--- src/rtl/i2c_seq.sv ---
// Register-access sequencer: expands one read/write request into the chain of
// Wishbone cycles that drive the I2C byte master, then reports data/NAK/timeout.
module i2c_seq #(
  parameter int unsigned ACK_TIMEOUT = 65535
) (
  input  logic        clk_i,
  input  logic        rst_i,
  input  logic        req_i,
  input  logic        rw_i,
  input  logic [6:0]  dev_i,
  input  logic [7:0]  reg_i,
  input  logic [7:0]  wdata_i,
  output logic        busy_o,
  output logic        done_o,
  output logic [7:0]  rdata_o,
  output logic        nak_o,
  output logic        to_o,
  output logic        m_cyc_o,
  output logic        m_stb_o,
  output logic        m_we_o,
  output logic [1:0]  m_adr_o,
  output logic [3:0]  m_sel_o,
  output logic [31:0] m_dat_o,
  input  logic [31:0] m_dat_i,
  input  logic        m_ack_i
);

  localparam logic [1:0] S_IDLE  = 2'd0;
  localparam logic [1:0] S_ISSUE = 2'd1;
  localparam logic [1:0] S_GAP   = 2'd2;
  localparam logic [1:0] S_FIN   = 2'd3;

  localparam int CW = $clog2(ACK_TIMEOUT + 1);
  localparam logic [CW-1:0] TO_LAST = CW'(ACK_TIMEOUT - 1);

  logic [1:0]    r_state;
  logic [3:0]    r_step;
  logic [CW-1:0] r_cnt;
  logic          r_rw;
  logic [6:0]    r_dev;
  logic [7:0]    r_reg;
  logic [7:0]    r_wdata;
  logic [7:0]    r_rdata;
  logic          r_nak;
  logic          r_to;

  logic          w_cyc;
  logic          w_we;
  logic [1:0]    w_adr;
  logic [3:0]    w_sel;
  logic [31:0]   w_dat;
  logic          w_stat;
  logic          w_stop;
  logic          w_get;
  logic [3:0]    w_stop_step;
  logic          w_unused;

  assign w_unused    = ^m_dat_i[31:8];
  assign w_stop_step = r_rw ? 4'd10 : 4'd8;

  // Micro-op table: steps 0-4 are shared, the tail differs between read and write.
  always_comb begin
    w_we   = 1'b0;
    w_adr  = 2'd1;
    w_sel  = 4'b0001;
    w_dat  = 32'h0;
    w_stat = 1'b0;
    w_stop = 1'b0;
    w_get  = 1'b0;
    case (r_step)
      4'd0: begin
        w_we  = 1'b1;
        w_adr = 2'd0;
        w_sel = 4'b0011;
        w_dat = {16'h0, r_dev, 1'b0, r_reg};
      end
      4'd1: w_we = 1'b1;
      4'd2: w_stat = 1'b1;
      4'd3: begin
        w_we  = 1'b1;
        w_dat = 32'd3;
      end
      4'd4: w_stat = 1'b1;
      4'd5: begin
        w_we  = 1'b1;
        w_adr = 2'd0;
        if (r_rw) begin
          w_sel = 4'b0010;
          w_dat = {16'h0, r_dev, 1'b1, 8'h00};
        end else begin
          w_dat = {24'h0, r_wdata};
        end
      end
      4'd6: begin
        w_we  = 1'b1;
        w_dat = r_rw ? 32'd0 : 32'd3;
      end
      4'd7: w_stat = 1'b1;
      4'd8: begin
        w_we   = 1'b1;
        w_dat  = r_rw ? 32'd2 : 32'd1;
        w_stop = ~r_rw;
      end
      4'd9: begin
        w_adr = 2'd0;
        w_get = 1'b1;
      end
      default: begin
        w_we   = 1'b1;
        w_dat  = 32'd1;
        w_stop = 1'b1;
      end
    endcase
  end

  always_ff @(posedge clk_i or posedge rst_i) begin
    if (rst_i) begin
      r_state <= S_IDLE;
      r_step  <= 4'd0;
      r_cnt   <= '0;
      r_rw    <= 1'b0;
      r_dev   <= 7'h0;
      r_reg   <= 8'h0;
      r_wdata <= 8'h0;
      r_rdata <= 8'h0;
      r_nak   <= 1'b0;
      r_to    <= 1'b0;
    end else begin
      case (r_state)
        S_IDLE: begin
          if (req_i) begin
            r_rw    <= rw_i;
            r_dev   <= dev_i;
            r_reg   <= reg_i;
            r_wdata <= wdata_i;
            r_nak   <= 1'b0;
            r_to    <= 1'b0;
            r_step  <= 4'd0;
            r_cnt   <= '0;
            r_state <= S_ISSUE;
          end
        end
        S_ISSUE: begin
          if (m_ack_i) begin
            r_state <= S_GAP;
            if (w_stat && m_dat_i[0]) r_nak <= 1'b1;
            if (w_get) r_rdata <= m_dat_i[7:0];
          end else if (r_cnt == TO_LAST) begin
            r_to    <= 1'b1;
            r_nak   <= 1'b1;
            r_state <= S_FIN;
          end else begin
            r_cnt <= r_cnt + 1'b1;
          end
        end
        S_GAP: begin
          // r_nak can only have been raised by a STAT, so it means "skip to STOP".
          if (w_stop) begin
            r_state <= S_FIN;
          end else begin
            r_step  <= r_nak ? w_stop_step : r_step + 4'd1;
            r_cnt   <= '0;
            r_state <= S_ISSUE;
          end
        end
        default: r_state <= S_IDLE;
      endcase
    end
  end

  assign w_cyc   = (r_state == S_ISSUE);
  assign m_cyc_o = w_cyc;
  assign m_stb_o = w_cyc;
  assign m_we_o  = w_cyc & w_we;
  assign m_adr_o = w_cyc ? w_adr : 2'd0;
  assign m_sel_o = w_cyc ? w_sel : 4'd0;
  assign m_dat_o = w_cyc ? w_dat : 32'h0;
  assign busy_o  = (r_state == S_ISSUE) || (r_state == S_GAP);
  assign done_o  = (r_state == S_FIN);
  assign rdata_o = r_rdata;
  assign nak_o   = r_nak;
  assign to_o    = r_to;

endmodule
--- config.mk ---
export PLATFORM = sky130hd
export DESIGN_NAME = i2c_seq
export DESIGN_NICKNAME = d
export VERILOG_FILES = /design/src/rtl/i2c_seq.sv
export SDC_FILE = /design/constraint.sdc
export NUM_CORES = 1
export LEC_CHECK = 0
export BUFFER_PORTS_ARGS = -buffer_cell sky130_fd_sc_hd__buf_4
export CORE_UTILIZATION = 40
export CTS_CLUSTER_DIAMETER = 100
export DETAILED_ROUTE_END_ITERATION = 10
export PLACE_DENSITY = 0.68
export SETUP_SLACK_MARGIN = 0.1
export SYNTH_ARGS = -nofsm -noshare
export SYNTH_HDL_FRONTEND = slang
export SYNTH_SLANG_ARGS = --single-unit
--- constraint.sdc ---
create_clock -name clk_i -period 1.94 [get_ports clk_i]
set_input_delay 0.291 -clock clk_i [delete_from_list [all_inputs] [get_ports clk_i]]
set_output_delay 0.291 -clock clk_i [all_outputs]
set_load 0.05 [all_outputs]
# Yosys cells after proc, flatten, opt, wreduce, memory -nomap -nowiden
# Cells that the tools add are included.
# Widths: inputs -> output; s select.
dict set report totals {
  word_cells 89
  input_bits 60
  regBits 56
  out_inout_bits 53
}
dict set report classes {
  add_sub_neg 2
  mux 36
  bitwise_logic 2
  n_reduce_logical 19
  n_eq_ne 20
}
# operator count
set op_table {}
lappend op_table {{$pmux 16 s6} 1}
lappend op_table {{$mux 16} 5}
lappend op_table {{$pmux 16 s3} 1}
lappend op_table {{$mux 32} 1}
lappend op_table {{$mux 2} 9}
lappend op_table {{$add 16x1->16 const B} 1}
lappend op_table {{$eq 16x16->1 const B} 1}
lappend op_table {{$eq 4x3->1 const B} 4}
lappend op_table {{$mux 4} 4}
lappend op_table {{$mux 1} 9}
lappend op_table {{$reduce_or 9->1} 1}
lappend op_table {{$eq 4x2->1 const B} 2}
lappend op_table {{$eq 4x4->1 const B} 2}
lappend op_table {{$ne 2x2->1 const B} 4}
lappend op_table {{$pmux 4 s2} 1}
lappend op_table {{$reduce_and 4->1} 2}
lappend op_table {{$ne 3x2->1 const B} 2}
lappend op_table {{$pmux 1 s2} 3}
lappend op_table {{$pmux 2 s3} 1}
lappend op_table {{$reduce_and 3->1} 2}
lappend op_table {{$reduce_or 3->1} 2}
lappend op_table {{$reduce_and 5->1} 1}
lappend op_table {{$reduce_or 5->1} 1}
lappend op_table {{$add 4x1->4 const B} 1}
lappend op_table {{15 further kinds} 18}

# Logic depth before layout (Yosys ltp)
dict set report depth {
  depth_word 7
  depth_mapped 7
}

# Worst setup path before layout
# No wires, ideal clock.
dict set report synth_timing {
  path_type {flip-flop to output port}
  startpoint {reg r_state[1]}
  endpoint {out m_dat_o[10]}
  stages_incl_launch_ff 6
  setup_slack_ns -1.635
  required_time_ns 1.649
  t_arrival_ns 3.284
  path_buffers 0
  path_cell_list {dfrtp_1 inv_1 ha_1 inv_1 a211oi_1 and2_1}
}
dict set report synth_via {
  elab_chain_cells 2
}
# element line
set synth_rtl {}
lappend synth_rtl {{from (decl)} 36} ;# logic [1:0] r_state;
lappend synth_rtl {{from (signal assigned)} 118} ;# r_state <= S_IDLE;
lappend synth_rtl {{from (signal assigned)} 140} ;# r_state <= S_ISSUE;
lappend synth_rtl {{from (signal assigned)} 145} ;# r_state <= S_GAP;
lappend synth_rtl {{$eq 2x1->1} 171} ;# assign w_cyc = (r_state == S_ISSUE);
lappend synth_rtl {{named net m_cyc_o} 18} ;# output logic m_cyc_o,
lappend synth_rtl {{$mux 32} 177} ;# assign m_dat_o = w_cyc ? w_dat : 32'h0;
lappend synth_rtl {{to (decl)} 23} ;# output logic [31:0] m_dat_o,
# The timed path passes the listed nets, and every way through them passes these cells.

# Worst setup path in the final report
dict set report layout_timing {
  startpoint {reg r_step[1]}
  endpoint {out m_dat_o[0]}
}
dict set report layout_via {
  elab_chain_cells 4
  word_cells_on_any_way 13
}
# element line
set layout_rtl {}
lappend layout_rtl {{from (decl)} 37} ;# logic [3:0] r_step;
lappend layout_rtl {{from (signal assigned)} 161} ;# r_step <= r_nak ? w_stop_step : r_step + 4'd1;
lappend layout_rtl {{$eq 4x4->1 (tied with other cells)} 70} ;# case (r_step)
lappend layout_rtl {{$reduce_or 5->1 (no line)} --}
lappend layout_rtl {{$pmux 16 s6 (*)} 70}
lappend layout_rtl {{$mux 32 (*)} 177}
# Every way passes the cells marked *; elsewhere a longest branch is shown, timed or not.

==> impl_metrics.json <==
{
  "outcome": "finished, violations left",
  "violations": "setup timing",
  "period_share_pct": 117,
  "top_register": "r_cnt",
  "count_of_port_buffers_added_during_placement": 69,
  "first_global_vias": 2957,
  "post-route-drc-count": 0,
  "final_util_pct": 66.0,
  "worst_hold_path_type": "primary input to asynchronous set/reset pin",
  "first_pass_iters": 4,
  "grt_start_max_net_pins": 57,
  "area_growth_pct": 57.4,
  "maxSlewViolCount": 0,
  "yosys_most_used_dff": "sky130_fd_sc_hd__dfrtp_1",
  "clock_tree_from_tritoncts": "built",
  "synth.avg_cell_area_um2": 10.3,
  "pint_mw": 4.60,
  "post_route_cells_drive_above_1_share_pct": 58.8,
  "vias_per_cell": 5.44,
  "clock_path_buffers": 2,
  "p_total_mw": 8.84,
  "async_set_or_reset_register_ratio_after_synthesis_pct": 100,
  "post_synth_inst_count": 319,
  "hpwlAfterDp_um": 5960,
  "met1_usage_pct": 24.2,
  "clock_power_share_pct": 8.2,
  "rsz0062_at_grt": "true",
  "cts_stage_hold_buffer_count": 0,
  "finalSetupViolations": 40,
  "clock-skew-final_ns": 0.0110,
  "initialDrtViolationCount": 162,
  "final.setup.worst_slack_ns": -0.331,
  "switching_share_pct": 48.0,
  "detailedPlace.worstSlack_ns": -0.112,
  "worstPathRequired_ns": 1.65,
  "achievable-frequency_mhz": 440,
  "cts_htree_levels": 2,
  "routed_wire_length_per_instance_um": 16.4,
  "grt_pass1_wl_um": 14100,
  "grt.overflow.total": 0,
  "use_met3_pct": 6.90,
  "design.core.area_mm2": 0.00781,
  "floorplan.die.width_um": 92.5,
  "synth.yosys.warnings": 0,
  "max-vdd-ir-drop_mv": 1.32,
  "placementRows": 32,
  "cellPowerDensity_mw_per_mm2": 1720,
  "path_class": "register to primary output",
  "sequentialPowerShare_pct": 22.2,
  "reg2reg_slack_ns": -0.27,
  "die_y_um": 92.5,
  "num_antenna_cells": 0,
  "combPwrFrac_pct": 69.6,
  "die-area_mm2": 0.00855,
  "register_bit_count_reported_by_yosys": 56,
  "fin_crit_ns": 2.27,
  "fin_nets": 518,
  "met2_usage_pct": 36.9,
  "timing.critical_path.fanout_max": 4,
  "synth-edff-count": 0,
  "ys_seq_area_share_pct": 42.8,
  "routed_wl_um": 9060,
  "crit_arrival_ns": 1.98,
  "cts_inserted_buffers": 5,
  "post_synth_instance_area_mm2": 0.00327,
  "hold_violations": 0,
  "startpoint_type": "register",
  "floorplan.initialDensity_pct": 41.9,
  "cts_root_buf": "sky130_fd_sc_hd__clkbuf_8",
  "antenna_found_initial": 0,
  "worst_skew_pair.late_latency_ns": 0.32,
  "crit_path_end_kind": "primary output",
  "timing.max_cap.violations": 0,
  "leakage_nw": 2.30,
  "top_usage_layer": "met2",
  "largest_register_ffs": 16,
  "power.switching_mw": 4.24,
  "worst_setup_hold_path_clk_slew_ns": 0.12,
  "vias": 2999,
  "clkSinkCount": 56,
  "place_congestion": 0.805,
  "antenna_left": 0,
  "synth_cell_types": 53,
  "globalRouteTotalUtil_pct": 20.8,
  "ioPinCount": 113
}
## repair_timing
item | in CTS | in global routing
setup endpoints to repair | 43 | 52
pin swaps | 28 | 31
buffers inserted | 12 | 9
endpoints found under the hold margin | 0 | 0
gates resized for setup | 76 | 57
## worst paths after layout
kind	start	to	depth (start not counted)
min in group clk_i	wdata_i[7]	r_wdata[7]	2
worst max register to register	r_step[1]	r_cnt[0]	11
worst max-delay path	r_step[1]	m_dat_o[0]	7
max in group asynchronous	rst_i	r_step[2]	3
worst min register to register	r_dev[5]	r_dev[5]	1
worst min-delay path	rst_i	r_reg[2]	3
## placed cells by master, fill, tap and decap left out, types with 3 or more instances in the layout
master and count:
sky130_fd_sc_hd__nand2b_1 4, sky130_fd_sc_hd__o21ai_2 4, sky130_fd_sc_hd__a21oi_4 3, sky130_fd_sc_hd__and2_4 8
sky130_fd_sc_hd__a21oi_2 3, sky130_fd_sc_hd__a31oi_1 7, sky130_fd_sc_hd__nor2_1 12, sky130_fd_sc_hd__buf_4 86
sky130_fd_sc_hd__nor2_4 8, sky130_fd_sc_hd__o21ai_1 4, sky130_fd_sc_hd__nand4_1 3, sky130_fd_sc_hd__mux2_2 32
sky130_fd_sc_hd__mux2i_1 4, sky130_fd_sc_hd__a22oi_2 6, sky130_fd_sc_hd__o21ai_4 4, sky130_fd_sc_hd__buf_6 31
sky130_fd_sc_hd__and4_1 3, sky130_fd_sc_hd__and3_1 4, sky130_fd_sc_hd__nand3_1 9, sky130_fd_sc_hd__conb_1 19
sky130_fd_sc_hd__dfrtp_1 51, sky130_fd_sc_hd__inv_1 8, sky130_fd_sc_hd__ha_4 4, sky130_fd_sc_hd__a31oi_4 3
sky130_fd_sc_hd__o31a_1 3, sky130_fd_sc_hd__ha_1 4, sky130_fd_sc_hd__o21ai_0 8, sky130_fd_sc_hd__dfrtp_2 5
sky130_fd_sc_hd__a21oi_1 6, sky130_fd_sc_hd__nor3_2 4, sky130_fd_sc_hd__buf_8 13, sky130_fd_sc_hd__a21o_1 6
sky130_fd_sc_hd__nand3_2 4, sky130_fd_sc_hd__clkbuf_8 5, sky130_fd_sc_hd__nand2_1 11, sky130_fd_sc_hd__and2_1 3
## synth_stat cells, drive strengths merged (4+ instances only)
cell type / count / area [µm²]
a31oi: 10 / 62.6
and3: 4 / 25.0
a211oi: 4 / 42.5
mux2i: 4 / 40.0
ha: 10 / 125
o31ai: 5 / 37.5
a21oi: 12 / 60.1
mux2: 32 / 360
inv: 11 / 41.3
nand3: 13 / 65.1
buf: 22 / 169
a22oi: 7 / 52.6
o21ai: 20 / 111
a21o: 6 / 45.0
nor3: 6 / 35.0
nor2: 22 / 82.6
nand2b: 6 / 37.5
dfrtp: 56 / 1400
clkbuf: 6 / 22.5
and2: 11 / 68.8
nand2: 13 / 48.8
## kinds of logic after synthesis
group / count (synthesis) / share of synthesized area [%]
muxes: 36 / 12.2
AOI/OAI and AO/OA: 82 / 17.9
DFF: 56 / 42.8
other: 1 / 0.115
adders and majority gates: 10 / 3.82
buffers and inverters: 39 / 7.11
and+or+nand+nor: 95 / 16.0
## power by group through the flow
stage | Sequential [mW] | Clock, mW | Combinational, mW
6_report | 1.96 | 0.722 | 6.15
5_1_grt | 2.03 | 0.779 | 6.49
4_1_cts | 1.95 | 0.731 | 5.70
3_5_place_dp | 1.93 | 0 | 4.92
3_3_place_gp | 1.89 | 0 | 4.84
2_1_floorplan | 2.17 | 0 | 3.15
## routing by layer
metal  share of wire, %  vias to the layer above
met1                 39                     1474
met5                  0                        -
li1                   -                     1389
met2                 52                      114
met3                6.8                       22
met4                2.7                        0
## per-stage QoR
| stage | setup TNS [ns] | cells | hold WS [ns] | instance area [µm²] |
|---|---|---|---|---|
| 2_1_floorplan | -2.31 | 337 | 0.442 | 3550 |
| 3_3_place_gp | -0.809 | 523 | 0.376 | 4350 |
| 3_5_place_dp | -1.85 | 523 | 0.378 | 4350 |
| 4_1_cts | -7.21 | 543 | 0.0222 | 4860 |
| 5_1_grt | -12.40 | 551 | 0.0231 | 5150 |
| 6_report | -8.80 | 551 | 0.00252 | 5150 |
## final cells by class
type,count,area (µm²)
Tap cell,102,128
Timing Repair Buffer,132,1230
Multi-Input combinational cell,242,2240
Clock inverter,3,28.8
Sequential cell,56,1410
Inverter,11,46.3
Clock buffer,5,68.8
Fill cell,597,2650
## critical path: stages (launching register included)
cell and delay (ns):
sky130_fd_sc_hd__dfrtp_2 0.47, sky130_fd_sc_hd__buf_6 0.13, sky130_fd_sc_hd__ha_4 0.16, sky130_fd_sc_hd__nor4_4 0.34, sky130_fd_sc_hd__a211oi_4 0.08, sky130_fd_sc_hd__buf_4 0.15, sky130_fd_sc_hd__a31oi_4 0.14, sky130_fd_sc_hd__buf_8 0.17
Note: power is estimated with default switching activity, not from simulation.
